===== config.mk =====
export PLATFORM = sky130hd
export DESIGN_NAME = timeout_channel
export DESIGN_NICKNAME = d
export VERILOG_FILES = /design/src/rtl/timeout_pkg.sv /design/src/rtl/timeout_channel.sv
export SDC_FILE = /design/constraint.sdc
export NUM_CORES = 1
export LEC_CHECK = 0
export BUFFER_PORTS_ARGS = -buffer_cell sky130_fd_sc_hd__buf_2
export CAP_MARGIN = 10
export CELL_PAD_IN_SITES_DETAIL_PLACEMENT = 1
export CELL_PAD_IN_SITES_GLOBAL_PLACEMENT = 1
export CORE_MARGIN = 8
export CORE_UTILIZATION = 47
export DETAILED_ROUTE_END_ITERATION = 10
export PLACE_DENSITY = 0.93
export SLEW_MARGIN = 5
export SYNTH_ARGS = -nofsm -noshare
export SYNTH_HDL_FRONTEND = slang
export SYNTH_SLANG_ARGS = --single-unit

===== constraint.sdc =====
create_clock -name sys_clk -period 5.3 [get_ports sys_clk]
set_clock_uncertainty 0.2 [all_clocks]
set_input_delay 0.265 -clock sys_clk [delete_from_list [all_inputs] [get_ports sys_clk]]
set_output_delay 0.265 -clock sys_clk [all_outputs]
set_load 0.01 [all_outputs]

===== src/rtl/timeout_pkg.sv =====
// Shared types and constants for the multi-channel transfer watchdog.
package timeout_pkg;

   typedef enum logic [1:0] {
      IDLE    = 2'd0,
      BUSY    = 2'd1,
      TIMEOUT = 2'd2
   } state_e;

   localparam int MAX_CH = 16;

endpackage


===== src/rtl/timeout_channel.sv =====
// One watchdog channel: FSM, elapsed-tick counter and the limit latched at start.
module timeout_channel #(
   parameter int CNT_W = 10
) (
   input  logic             sys_clk,
   input  logic             rst_n,
   input  logic             tick,
   input  logic             start,
   input  logic             done,
   input  logic             clr,
   input  logic [CNT_W-1:0] limit,
   output logic             busy,
   output logic             timeout
);
   import timeout_pkg::*;

   state_e             state_q, state_d;
   logic [CNT_W-1:0]   count_q, count_d;
   logic [CNT_W-1:0]   lim_q, lim_d;
   logic               busy_q, busy_d;
   logic               timeout_q, timeout_d;

   always_comb begin
      state_d = state_q;
      count_d = count_q;
      lim_d   = lim_q;
      case (state_q)
         IDLE: begin
            if (start) begin
               state_d = BUSY;
               count_d = '0;
               lim_d   = limit;
            end
         end
         BUSY: begin
            // A start always wins: a new transfer supersedes a done or an expiry.
            if (start) begin
               count_d = '0;
               lim_d   = limit;
            end else if (done) begin
               state_d = IDLE;
               count_d = '0;
            end else if (tick) begin
               if (count_q == lim_q) state_d = TIMEOUT;
               else                  count_d = count_q + CNT_W'(1);
            end
         end
         TIMEOUT: begin
            if (clr) begin
               state_d = IDLE;
               count_d = '0;
            end
         end
         default: state_d = IDLE;
      endcase
      busy_d    = (state_d == BUSY);
      timeout_d = (state_d == TIMEOUT);
   end

   always_ff @(posedge sys_clk or negedge rst_n) begin
      if (!rst_n) begin
         state_q   <= IDLE;
         count_q   <= '0;
         lim_q     <= '0;
         busy_q    <= 1'b0;
         timeout_q <= 1'b0;
      end else begin
         state_q   <= state_d;
         count_q   <= count_d;
         lim_q     <= lim_d;
         busy_q    <= busy_d;
         timeout_q <= timeout_d;
      end
   end

   assign busy    = busy_q;
   assign timeout = timeout_q;

endmodule


==> out/summary.md, run 1 <==
The first global-routing pass estimated 6970 µm of wire. For the sum of negative setup slack, the log shows 0 ps. After synthesis the netlist holds a flip-flop and latch count of 24. The tools report the synthesized cell area as 1320 µm². The run gives 3 as the total clock buffers created by CTS. No sink is reached through more buffers than the 2 on the longest clock path.

After detailed routing, the number of vias per cell comes to 6.60. Number of vias in the routed layout: 1,241. The run gives 0 as the total count of max-transition violations in the final report. The worst setup path is of the reg2reg kind. The number of post-CTS setup repair buffers is 0, and the fraction of the yosys area taken by sequential cells is 0.455. In this design, the stage delay of the slowest critical-path cell is 490 ps. In this run, placement finished with an instance count of 172. The tool flagged a number of max-cap violations equal to 0. Routability-driven placement finished with a final weighted congestion of 0.841.

The tools report the number of iterations in the first detailed-routing pass as 4. For the worst setup path, the data required time is 5370 ps. Clock-pin slew was measured on the worst setup and hold paths at 150 ps. The count of nets left with antenna violations once routing finished came out at 0. The HPWL after detailed placement was 2480 µm; the effective utilization at floorplan was 0.487. For the worst-skew pair, the clock arrives at the later sink with an insertion delay of 330 ps.

Of all nets on the critical path, the largest fanout is 7. Entering global routing, the biggest net connects 25 pins. The number of clock sinks seen by CTS is 24, and the final worst-path cycle share is 0.394. For the number of global-route vias before repair, the log shows 1,333. The number of endpoints failing setup at the final stage came out at 0. At the end of the flow, the number of nets in the layout was 175. The logs give 0 for the initial antenna violation count and 2150 ps for the data arrival time of the critical path. A synthesized cell averages 10.2 µm².

The tools report the antenna diode instance count as 0. The CTS H-tree depth came out at 1. The startpoint kind of the worst setup timing path was a register. The detailed-route DRC error count is 0, and the count of input and output buffers is 17. For the pin with the worst max-slew slack, the measured transition is 956 ps. The share of flip-flops with an asynchronous set or reset after synthesis is 1.00. The power per cell area works out to 247 nW/µm². Counting flops with a built-in enable in the synthesized netlist gives 0. For the row count, the log shows 19. Setup repair after global routing left no endpoint under its margin. For the number of top-level pins, the log shows 18.

The slowest stage of the critical path belongs to the cell dfrtp_1. IR analysis of the VDD net gives a maximum drop of 0.000181 V. The Yosys step of the flow raised 0 warnings. The number of hold violations in the final report was 0. The tools report the detailed router's first-iteration violation count as 132. Leaving out fill and tap cells, the most frequent cells in the layout are dfrtp_1, buf_2, nand2_1, dlygate4sd3_1, nand3_1.

The flow ran to the end, and the final reports show no timing, DRC or antenna violations. The leakage power of the design was 0.715 nW. The min-delay analysis places its worst path in the category in2reg. The final layout contains routed wiring with a total length of 4350 µm. The worst setup path is captured at a register. Once layout is complete, the cells apart from fillers number 188. The worst relative slew slack is 0.362. The run gives 0.200 as the global-route usage over all layers. The synthesized netlist contains 40 unique library cells.

When the netlist entered floorplanning its net count stood at 146. In this run the vertical extent of the chip is 69.0 µm. Gates resized during post-CTS repair numbered 0. The floorplan step defined a die boundary enclosing 4760 µm². The proportion of layout cells with a drive suffix above 1 works out to 0.172. Relative to the synthesized area, the layout overhead comes to 20.3%. After global routing the overflow that remains totals 0. Synthesis produced a netlist whose cell count is 129. The average wire per standard cell was 23.2 µm. The minimum clock period after layout works out to 2090 ps. The tools report the upper clock frequency limit as 479 MHz. Walking the worst path, the cells encountered are xor2_1 > nor4_2 > nand4_1 > a31o_1 > nand3_1. The core region is 2710 µm². TritonCTS built the clock tree. The width of the chip works out to 69.0 µm. The prevailing post-synth register cell is dfrtp_1. The most common library cell in the layout ignoring fill and taps was dfrtp_1. The tools report the clock tree root driver cell as clkbuf_4.
## Yosys cell counts (2+ instances only)
cell type	n	area, µm²
and3_1	4	25.0
nor2_1	8	30.0
clkbuf_1	2	7.51
o211ai_1	2	15.0
xor2_1	10	87.6
nand3_1	11	55.1
a22oi_1	2	15.0
dfrtp_1	24	601
or2_1	2	12.5
mux2_1	10	113
or4_1	3	22.5
o311ai_1	3	26.3
o21ai_1	2	10.0
nand2_1	12	45.0
o31ai_1	2	15.0
buf_2	2	10.0
nand4_1	6	37.5
nor4_1	2	12.5
## layer usage
layer / wire, µm / part of all wire / GRT usage / vias up
met2: 2100 / 0.48 / 0.338 / 69
li1: - / - / - / 537
met1: 1690 / 0.39 / 0.220 / 611
met4: 280 / 0.064 / 0.125 / 0
met5: 0 / 0 / 0 / -
met3: 277 / 0.064 / 0.0485 / 24
## power breakdown
group | total, mW | leakage (nW) | internal [mW] | switching, mW
clock | 0.140 | 0.0279 | 0.0766 | 0.0630
sequential | 0.202 | 0.307 | 0.192 | 0.00923
combinational | 0.0506 | 0.381 | 0.0220 | 0.0286
## critical path: cells and delay by family (launching register included)
| family | cells | cell delay, ps |
|---|---|---|
| xor gates and xnor gates | 1 | 190 |
| and+or+nand+nor | 3 | 820 |
| AOI/OAI and AO/OA | 1 | 320 |
| DFF | 1 | 490 |
## stage by stage
stage          power [mW]  utilization  setup slack [ps]  area, µm²  hold slack, ps
6_report            0.392        0.586              3210       1590             127
5_1_grt             0.405        0.586              3160       1590             153
4_1_cts             0.385        0.586              3320       1590             107
3_5_place_dp        0.243        0.522              3340       1420            82.3
3_3_place_gp        0.240        0.522              3460       1420            71.6
2_1_floorplan       0.225            -              3490       1320            -231
## kinds of logic (layout without fill, tap and decap cells)
logic type / after synthesis / in the layout / share of synthesized area
xor+xnor: 10 / 10 / 0.0663
buf+inv: 7 / 35 / 0.0275
flops: 24 / 24 / 0.455
fa+ha+maj: 1 / 1 / 0.00948
simple gates: 59 / 59 / 0.252
mux: 11 / 11 / 0.0929
compound gates: 17 / 17 / 0.0967
## final timing paths
| path | start | endpoint | slack [ps] | cells past startpoint |
|---|---|---|---|---|
| worst max-delay path | count_q[7]$_DFFE_PN0P_ | count_q[5]$_DFFE_PN0P_ | 3210 | 5 |
| worst min-delay path | tick | count_q[2]$_DFFE_PN0P_ | 130 | 3 |
| worst max register to register | count_q[7]$_DFFE_PN0P_ | count_q[5]$_DFFE_PN0P_ | 3210 | 5 |
| worst min register to register | lim_q[1]$_DFFE_PN0P_ | lim_q[1]$_DFFE_PN0P_ | 340 | 1 |
| max in group asynchronous | rst_n | count_q[5]$_DFFE_PN0P_ | 4310 | 2 |
| min in group asynchronous | rst_n | state_q[1]$_DFF_PN0_ | 220 | 2 |
## area by class of cell
class,count,area (µm²)
Inverter,2,7.51
Timing Repair Buffer,29,205
Sequential cell,24,601
Clock inverter,1,30.0
Fill cell,297,1120
Tap cell,31,38.8
Multi-Input combinational cell,98,683
Clock buffer,3,22.5
## state kept, by name (all words and copies together) (netlist names)
signal / count
busy: 1
timeout: 1
count_q: 10
lim_q: 10
state_q: 2
## repair_timing
item / CTS / global route
setup endpoints to repair: 0 / 0
endpoints found under the hold margin: 36 / 0
hold buffers: 12 / 0
(Power assumes the default switching activity.)
==> inputs of run 2 (changes only) <==
--- a/config.mk
+++ b/config.mk
@@ -10,9 +10,9 @@
 export CELL_PAD_IN_SITES_DETAIL_PLACEMENT = 1
 export CELL_PAD_IN_SITES_GLOBAL_PLACEMENT = 1
 export CORE_MARGIN = 8
-export CORE_UTILIZATION = 47
+export CORE_UTILIZATION = 39
 export DETAILED_ROUTE_END_ITERATION = 10
-export PLACE_DENSITY = 0.93
+export PLACE_DENSITY = 0.83
 export SLEW_MARGIN = 5
 export SYNTH_ARGS = -nofsm -noshare
 export SYNTH_HDL_FRONTEND = slang
==> constraint.sdc (replaced) <==
create_clock -name sys_clk -period 1.8 [get_ports sys_clk]
set_clock_uncertainty 0.2 [all_clocks]
set_input_delay 0.09 -clock sys_clk [delete_from_list [all_inputs] [get_ports sys_clk]]
set_output_delay 0.09 -clock sys_clk [all_outputs]
set_load 0.01 [all_outputs]
==> run 2 against run 1 <==
The flow now finishes with violations (negative setup slack); first-iteration DRC count decreased by 29%; worst hold slack worse by 120 ps; sequential cell count did not move; total power rose to 3.1 times the previous value; core utilization is 0.15 points lower; critical path type unchanged.
==> out/summary.md, run 2 (synthesized netlist as in run 1, its figures left out) <==
The endpoint type of the worst setup path is a register (unchanged). The leakage power of the design is 0.848 nW (was 0.715 nW), and the highest fanout seen on the critical path is 5 (was 7). The number of global-route vias before repair was 1,325 (was 1,333); the final weighted congestion in routability-driven placement was 0.897 (was 0.841). The floorplan die area is 5500 µm² (was 4760 µm²). The antenna diode instance count was 0 (unchanged). The worst setup slack for register-to-register paths came out at -180 ps (was 3210 ps).

The largest net degree at the start of global routing is 25 (unchanged). TritonCTS built the clock tree. The clock-pin slew on the worst setup and hold paths came out at 150 ps (about the same). The area growth from synthesis to layout was 45.4% (was 20.3%). The startpoint of the lowest-slack register-to-register path was lim_q[7]$_DFFE_PN0P_ (was count_q[7]$_DFFE_PN0P_). The die outline height works out to 74.2 µm (was 69.0 µm).

The first-pass GRT wire length is 6970 µm (unchanged). The upper clock frequency limit was 506 MHz (was 479 MHz); the total wirelength of the detailed-routed design was 4940 µm (was 4350 µm). The type of the most critical hold path was in2reg (unchanged). The number of clock sinks seen by CTS was 24 (unchanged).

Cell class contributing the biggest share of worst-path delay: simple AND/OR/NAND/NOR gates (unchanged). Width of the chip: 74.2 µm (was 69.0 µm). Highest-count cells in the layout ignoring fill and taps: dfrtp_1, buf_2, buf_4, dlygate4sd3_1, nand2_1 (was dfrtp_1, buf_2, nand2_1, dlygate4sd3_1, nand3_1).

Number of hold violations in the final report: 0 (unchanged). The final reports fail on negative setup slack. The sum of negative setup slack is -1810 ps (was 0 ps), and the post-route worst hold slack is 10.8 ps (was 127 ps). The number of placed cells counting well taps came out at 199 (was 172).

The most common library cell in the layout ignoring fill and taps is dfrtp_1 (unchanged). The minimum clock period after layout was 1980 ps (was 2090 ps). The flow ran to the end, but the final reports show violations. The depth of the worst register-to-register path was 5 (unchanged).

The proportion of layout cells with a drive suffix above 1 is 0.418 (was 0.172), and the non-filler instance count after layout is 223 (was 188). The tools report the data arrival time of the critical path as 2010 ps (was 2150 ps). The run gives 0 (unchanged) as the count of antenna-violating nets left after detailed routing. For the initial antenna violation count, the log shows 0 (unchanged). The tools report the fraction of power consumed by the clock network as 0.349 (was 0.356). Setup repair after global routing could not meet its margin everywhere. The later-pin clock latency in the skew report was 340 ps (was 330 ps). For the total clock buffers created by CTS, the log shows 3 (unchanged). The aggregate global routing overflow came out at 0 (unchanged). The number of max-cap violations is 0 (unchanged). The HPWL after detailed placement was 2660 µm (was 2480 µm); the maximum cell stage delay along the critical path was 440 ps (was 490 ps). The tools report the number of iterations in the first detailed-routing pass as 4 (unchanged).

The power per cell area is 628 nW/µm² (was 247 nW/µm²). Clock tree root driver cell: clkbuf_4 (unchanged). The detailed router's first-iteration violation count was 94 (was 132). The switching share of total power came out at 0.271 (was 0.257). Startpoint of the most critical setup path: lim_q[7]$_DFFE_PN0P_ (was count_q[7]$_DFFE_PN0P_). The worst endpoint required time was 1840 ps (was 5370 ps); the total buffers and inverters traversed by the critical path was 0 (unchanged).

Minimum setup slack in the final design: -176 ps (was 3210 ps). The tools report the layout net count as 195 (was 175). Cell type of the slowest stage on the worst timing path: dfrtp_1 (unchanged). Start-to-end type of the worst setup path: reg2reg (unchanged). The vias per cell is 5.86 (was 6.60). Count of input and output buffers: 17 (unchanged). The average wire per standard cell is 22.2 µm (was 23.2 µm), and the proportion of power drawn by combinational gates is 0.152 (was 0.129).

The worst relative slew slack came out at 0.640 (was 0.362). Leading registers by flop count: count_q (10), lim_q (10), state_q (2) (unchanged). The last element of the critical path was count_q[6]$_DFFE_PN0P_ (was count_q[5]$_DFFE_PN0P_). The core footprint was 3280 µm² (was 2710 µm²).

The tools report the startpoint kind of the worst setup timing path as a register (unchanged). The logs give 0.000537 V (was 0.000181 V) for the maximum VDD drop and 0.173 (was 0.200) for the global-route usage over all layers. The detailed-route DRC error count came out at 0 (unchanged). Cell chain of the critical path: xor2_1 > nor4_4 > and4_4 > mux2i_1 > nand3_1 (was xor2_1 > nor4_2 > nand4_1 > a31o_1 > nand3_1). The power after layout is 1.20 mW (was 392 µW). Depth of the critical timing path with buffers and inverters included: 5 (unchanged). End of the worst register-to-register path: count_q[6]$_DFFE_PN0P_ (was count_q[5]$_DFFE_PN0P_). The slew at the pin with the worst max-slew slack is 541 ps (was 956 ps). The tools report the total count of max-transition violations in the final report as 0 (unchanged). The run gives 2 (unchanged) as the number of buffers on the longest clock path. The final worst-path cycle share is 1.10 (was 0.394). The CTS H-tree depth is 1 (unchanged). For the number of endpoints failing setup at the final stage, the log shows 14 (was 0). For the number of vias in the routed layout, the log shows 1,307 (was 1,241). The run gives 18 (unchanged) as the number of top-level pins.

The row count was 21 (was 19). The net switching power is 327 µW (was 101 µW), and the effective utilization at floorplan is 0.402 (was 0.487). The run gives 878 µW (was 291 µW) as the cell-internal power. Sequential power share: 0.499 (was 0.515).
## run 2: worst min path at each step
| stage | startpoint | endpoint | slack, ps | cells past startpoint |
|---|---|---|---|---|
| final | tick | count_q[2]$_DFFE_PN0P_ | 10 | 4 |
| after global routing | tick | count_q[2]$_DFFE_PN0P_ | 10 | 4 |
| after CTS | tick | count_q[2]$_DFFE_PN0P_ | -20 | 4 |
| after detailed placement | rst_n | timeout$_DFF_PN0_ | -90 | 1 |
| after global placement | rst_n | count_q[3]$_DFFE_PN0P_ | -100 | 1 |
| after floorplan | rst_n | busy$_DFF_PN0_ | -410 | 0 |
## run 2: through the flow
stage | instance area, µm² | worst slack [ps] | util
floorplan | 1320 | -12.3 | -
finish | 1920 | -176 | 0.584
CTS | 1740 | -52.4 | 0.531
global route | 1920 | -230 | 0.584
global placement | 1520 | 10.7 | 0.464
detailed placement | 1520 | -53.4 | 0.464
## run 2: power groups by stage
stage	Clock, mW	Sequential, mW	Combinational (mW)
after floorplan	0	0.594	0.0688
after detailed placement	0	0.600	0.124
after CTS	0.423	0.590	0.153
after global routing	0.441	0.604	0.197
final	0.420	0.601	0.183
after global placement	0	0.597	0.117
## run 2: timing repair
| item | 4_1_cts | 5_1_grt |
|---|---|---|
| hold buffers | 13 | 0 |
| pin swaps | 8 | 12 |
| setup endpoints to repair | 7 | 14 |
| gates resized for setup | 6 | 28 |
| gates cloned | 1 | 0 |
| buffers inserted | 1 | 6 |
| endpoints found under the hold margin | 39 | 0 |
## run 2: layout make-up
type,instances,area (µm²)
tap,46,57.6
clock buffer,3,22.5
multi-input combinational,99,837
sequential,24,607
inverter,2,7.51
fill,358,1370
clock inverter,1,30.0
timing repair buffer,48,358
## run 2: tightest hold or removal path, stage by stage
cell and delay, ps:
buf_2 180, nand2_1 90, o311ai_1 90, o21ai_1 70
## run 2: metal layers
| layer | share of wire | global-route usage | vias up |
|---|---|---|---|
| met1 | 0.37 | 0.203 | 666 |
| met5 | 0 | 0 | - |
| met3 | 0.040 | 0.0229 | 17 |
| met2 | 0.54 | 0.295 | 51 |
| li1 | - | - | 573 |
| met4 | 0.048 | 0.0953 | 0 |
==> inputs of run 3 (changes only) <==
--- a/config.mk
+++ b/config.mk
@@ -10,9 +10,9 @@
 export CELL_PAD_IN_SITES_DETAIL_PLACEMENT = 1
 export CELL_PAD_IN_SITES_GLOBAL_PLACEMENT = 1
 export CORE_MARGIN = 8
-export CORE_UTILIZATION = 39
+export CORE_UTILIZATION = 25
 export DETAILED_ROUTE_END_ITERATION = 10
-export PLACE_DENSITY = 0.83
+export PLACE_DENSITY = 0.61
 export SLEW_MARGIN = 5
 export SYNTH_ARGS = -nofsm -noshare
 export SYNTH_HDL_FRONTEND = slang
==> run 3 against run 2 <==
The flow still finishes with violations (negative setup slack); via count fell by 8.3%; critical path depth is the same; setup slack improved by 94 ps; wire length decreased by 27%; core utilization is 23 points lower; cell count grew 8.5%; maximum frequency grew 5.0%; clock power shrank 24%; total power is 13% lower; register-to-register slack gained 90 ps; highest routed layer unchanged.
==> out/summary.md, run 3 (synthesized netlist as in run 1, its figures left out) <==
The flow ran to the end, but the final reports show violations. Violations in the final reports: negative setup slack (unchanged). TritonCTS built the clock tree. The startpoint kind of the worst setup timing path is a register (unchanged). Startpoint of the most critical setup path: lim_q[7]$_DFFE_PN0P_ (unchanged). The final worst-path cycle share came out at 1.05 (was 1.10). Number of buffers on the longest clock path: 2 (unchanged). The area used by sequential logic in the layout was 601 µm² (was 607 µm²). The clock-pin slew on the worst setup and hold paths was 80 ps (was 150 ps). Cell chain of the critical path: xor2_1 > nor4_2 > and4_4 > mux2i_1 > nand3_1 (was xor2_1 > nor4_4 > and4_4 > mux2i_1 > nand3_1). The start-to-end type of the worst setup path was reg2reg (unchanged).

The tools report the number of global-route vias before repair as 1,270 (was 1,325). Slew at the pin with the worst max-slew slack: 538 ps (was 541 ps). The tools report the number of iterations in the first detailed-routing pass as 3 (was 4). Highest-count cells in the layout ignoring fill and taps: dfrtp_1, buf_2, buf_4, nand2_1, dlygate4sd3_1 (was dfrtp_1, buf_2, buf_4, dlygate4sd3_1, nand2_1). Average wire per standard cell: 14.8 µm (was 22.2 µm). Antenna diode instance count: 0 (unchanged). The area growth from synthesis to layout was 35.7% (was 45.4%); the maximum cell stage delay along the critical path was 390 ps (was 440 ps).

The minimum clock period after layout works out to 1880 ps (was 1980 ps). The net switching power was 260 µW (was 327 µW). The most common library cell in the layout ignoring fill and taps is dfrtp_1 (unchanged).

The tools report the endpoint type of the worst setup path as a register (unchanged). For the later-pin clock latency in the skew report, the log shows 270 ps (was 340 ps). Leading registers by flop count: count_q (10), lim_q (10), state_q (2) (unchanged). The worst endpoint required time is 1750 ps (was 1840 ps), and the number of vias in the routed layout is 1,199 (was 1,307).

The logs give 26 (was 21) for the row count and 531 MHz (was 506 MHz) for the upper clock frequency limit. The HPWL after detailed placement was 2690 µm (was 2660 µm). The final weighted congestion in routability-driven placement was 0.803 (was 0.897); the vias per cell was 4.95 (was 5.86). The switching share of total power was 0.248 (was 0.271); the proportion of power drawn by combinational gates was 0.137 (was 0.152). The run gives -80 ps (was -180 ps) as the worst setup slack for register-to-register paths.

The cell class contributing the biggest share of worst-path delay was simple AND/OR/NAND/NOR gates (unchanged). The detailed router's first-iteration violation count is 35 (was 94). Setup repair after global routing could not meet its margin everywhere.

The layout net count was 191 (was 195). The total buffers and inverters traversed by the critical path is 0 (unchanged), and the sum of negative setup slack is -306 ps (was -1810 ps). Number of clock sinks seen by CTS: 24 (unchanged). The highest fanout seen on the critical path came out at 13 (was 5). The cell-internal power came out at 788 µW (was 878 µW).

The tools report the maximum VDD drop as 0.000312 V (was 0.000537 V). The power per cell area came out at 585 nW/µm² (was 628 nW/µm²). The tools report the CTS H-tree depth as 1 (unchanged). The depth of the critical timing path with buffers and inverters included works out to 5 (unchanged). The depth of the worst register-to-register path is 5 (unchanged), and the minimum setup slack in the final design is -81.6 ps (was -176 ps).

The worst relative slew slack is 0.641 (was 0.640). The proportion of layout cells with a drive suffix above 1 was 0.279 (was 0.418). The last element of the critical path is count_q[6]$_DFFE_PN0P_ (unchanged).

The width of the chip was 88.7 µm (was 74.2 µm). The number of max-cap violations was 0 (unchanged). The total count of max-transition violations in the final report was 0 (unchanged); the initial antenna violation count was 0 (unchanged). The logs give 0 (unchanged) for the detailed-route DRC error count and 242 (was 223) for the non-filler instance count after layout. Sequential power share: 0.560 (was 0.499). Clock tree root driver cell: clkbuf_8 (was clkbuf_4). Count of antenna-violating nets left after detailed routing: 0 (unchanged). End of the worst register-to-register path: count_q[6]$_DFFE_PN0P_ (unchanged). The cell type of the slowest stage on the worst timing path was dfrtp_1 (unchanged).

The tools report the post-layout instance area as 1790 µm² (was 1920 µm²). The number of placed cells counting well taps is 225 (was 199). The first-pass GRT wire length was 5890 µm (was 6970 µm). Total wirelength of the detailed-routed design: 3590 µm (was 4940 µm). The global-route usage over all layers is 0.0961 (was 0.173).

The tools report the number of top-level pins as 18 (unchanged). The count of input and output buffers was 17 (unchanged). The core footprint was 5110 µm² (was 3280 µm²); the aggregate global routing overflow was 0 (unchanged). The run gives 0.813 nW (was 0.848 nW) as the leakage power of the design. Filler cell count: 587 (was 358). The type of the most critical hold path was in2reg (unchanged). The run gives 0.258 (was 0.402) as the effective utilization at floorplan. The logs give 0 (unchanged) for the number of hold violations in the final report and 7860 µm² (was 5500 µm²) for the floorplan die area.

The fraction of power consumed by the clock network is 0.304 (was 0.349), and the area used by multi-input combinational logic is 726 µm² (was 837 µm²). The total clock buffers created by CTS came out at 3 (unchanged). The number of endpoints failing setup at the final stage is 7 (was 14). The die outline height works out to 88.7 µm (was 74.2 µm). Startpoint of the lowest-slack register-to-register path: lim_q[7]$_DFFE_PN0P_ (unchanged). The post-place instance area is 1570 µm² (was 1520 µm²). The tools report the data arrival time of the critical path as 1830 ps (was 2010 ps). The tools report the largest net degree at the start of global routing as 25 (unchanged).
run 3: worst min path at each step:
stage | from | endpoint | slack [ps] | depth (start not counted)
after floorplan | rst_n | busy$_DFF_PN0_ | -410 | 0
after global placement | rst_n | lim_q[2]$_DFFE_PN0P_ | -100 | 1
after detailed placement | rst_n | lim_q[0]$_DFFE_PN0P_ | -90 | 1
after CTS | tick | count_q[2]$_DFFE_PN0P_ | 9 | 3
after global routing | tick | count_q[1]$_DFFE_PN0P_ | 40 | 3
final | tick | count_q[2]$_DFFE_PN0P_ | 10 | 3
run 3: stage by stage:
step                hold slack, ps  utilization  power, mW  setup slack [ps]
finish                        13.8        0.351       1.05             -81.6
global route                  36.8        0.351       1.10              -187
CTS                           9.39        0.343       1.06             -85.2
detailed placement           -92.1        0.307      0.723             -68.3
global placement             -96.5        0.307      0.717             -7.40
floorplan                     -406            -      0.663             -12.3
run 3: final cells by class:
| type | count | share of cell area |
|---|---|---|
| timing repair buffer | 45 | 0.184 |
| sequential | 24 | 0.335 |
| tap | 70 | 0.0489 |
| inverter | 2 | 0.00419 |
| multi-input combinational | 98 | 0.405 |
| clock buffer | 3 | 0.0230 |
run 3: routing by layer:
metal  global-route usage  wire length, µm  up-vias
met5                    0                0        -
met4               0.0338               55        0
li1                     -                -      571
met1                0.110             1640      600
met2                0.166             1780       20
met3               0.0269              112        8
run 3: worst register-to-register path: stages, from the launching register on:
cell	delay, ps
dfrtp_1	390
xor2_1	170
nor4_2	310
and4_4	380
mux2i_1	220
nand3_1	90
run 3: timing repair:
item	4_1_cts	5_1_grt
hold endpoints to repair	36	0
setup endpoints to repair	7	14
resized for setup	1	7
hold buffers	12	0
setup buffers	2	0
pin swaps	2	5
run 3: power groups by stage:
stage / Clock, mW / Sequential [mW] / Combinational, mW
4_1_cts: 0.331 / 0.587 / 0.145
3_3_place_gp: 0 / 0.596 / 0.121
5_1_grt: 0.351 / 0.592 / 0.160
2_1_floorplan: 0 / 0.594 / 0.0688
3_5_place_dp: 0 / 0.598 / 0.124
6_report: 0.318 / 0.586 / 0.143
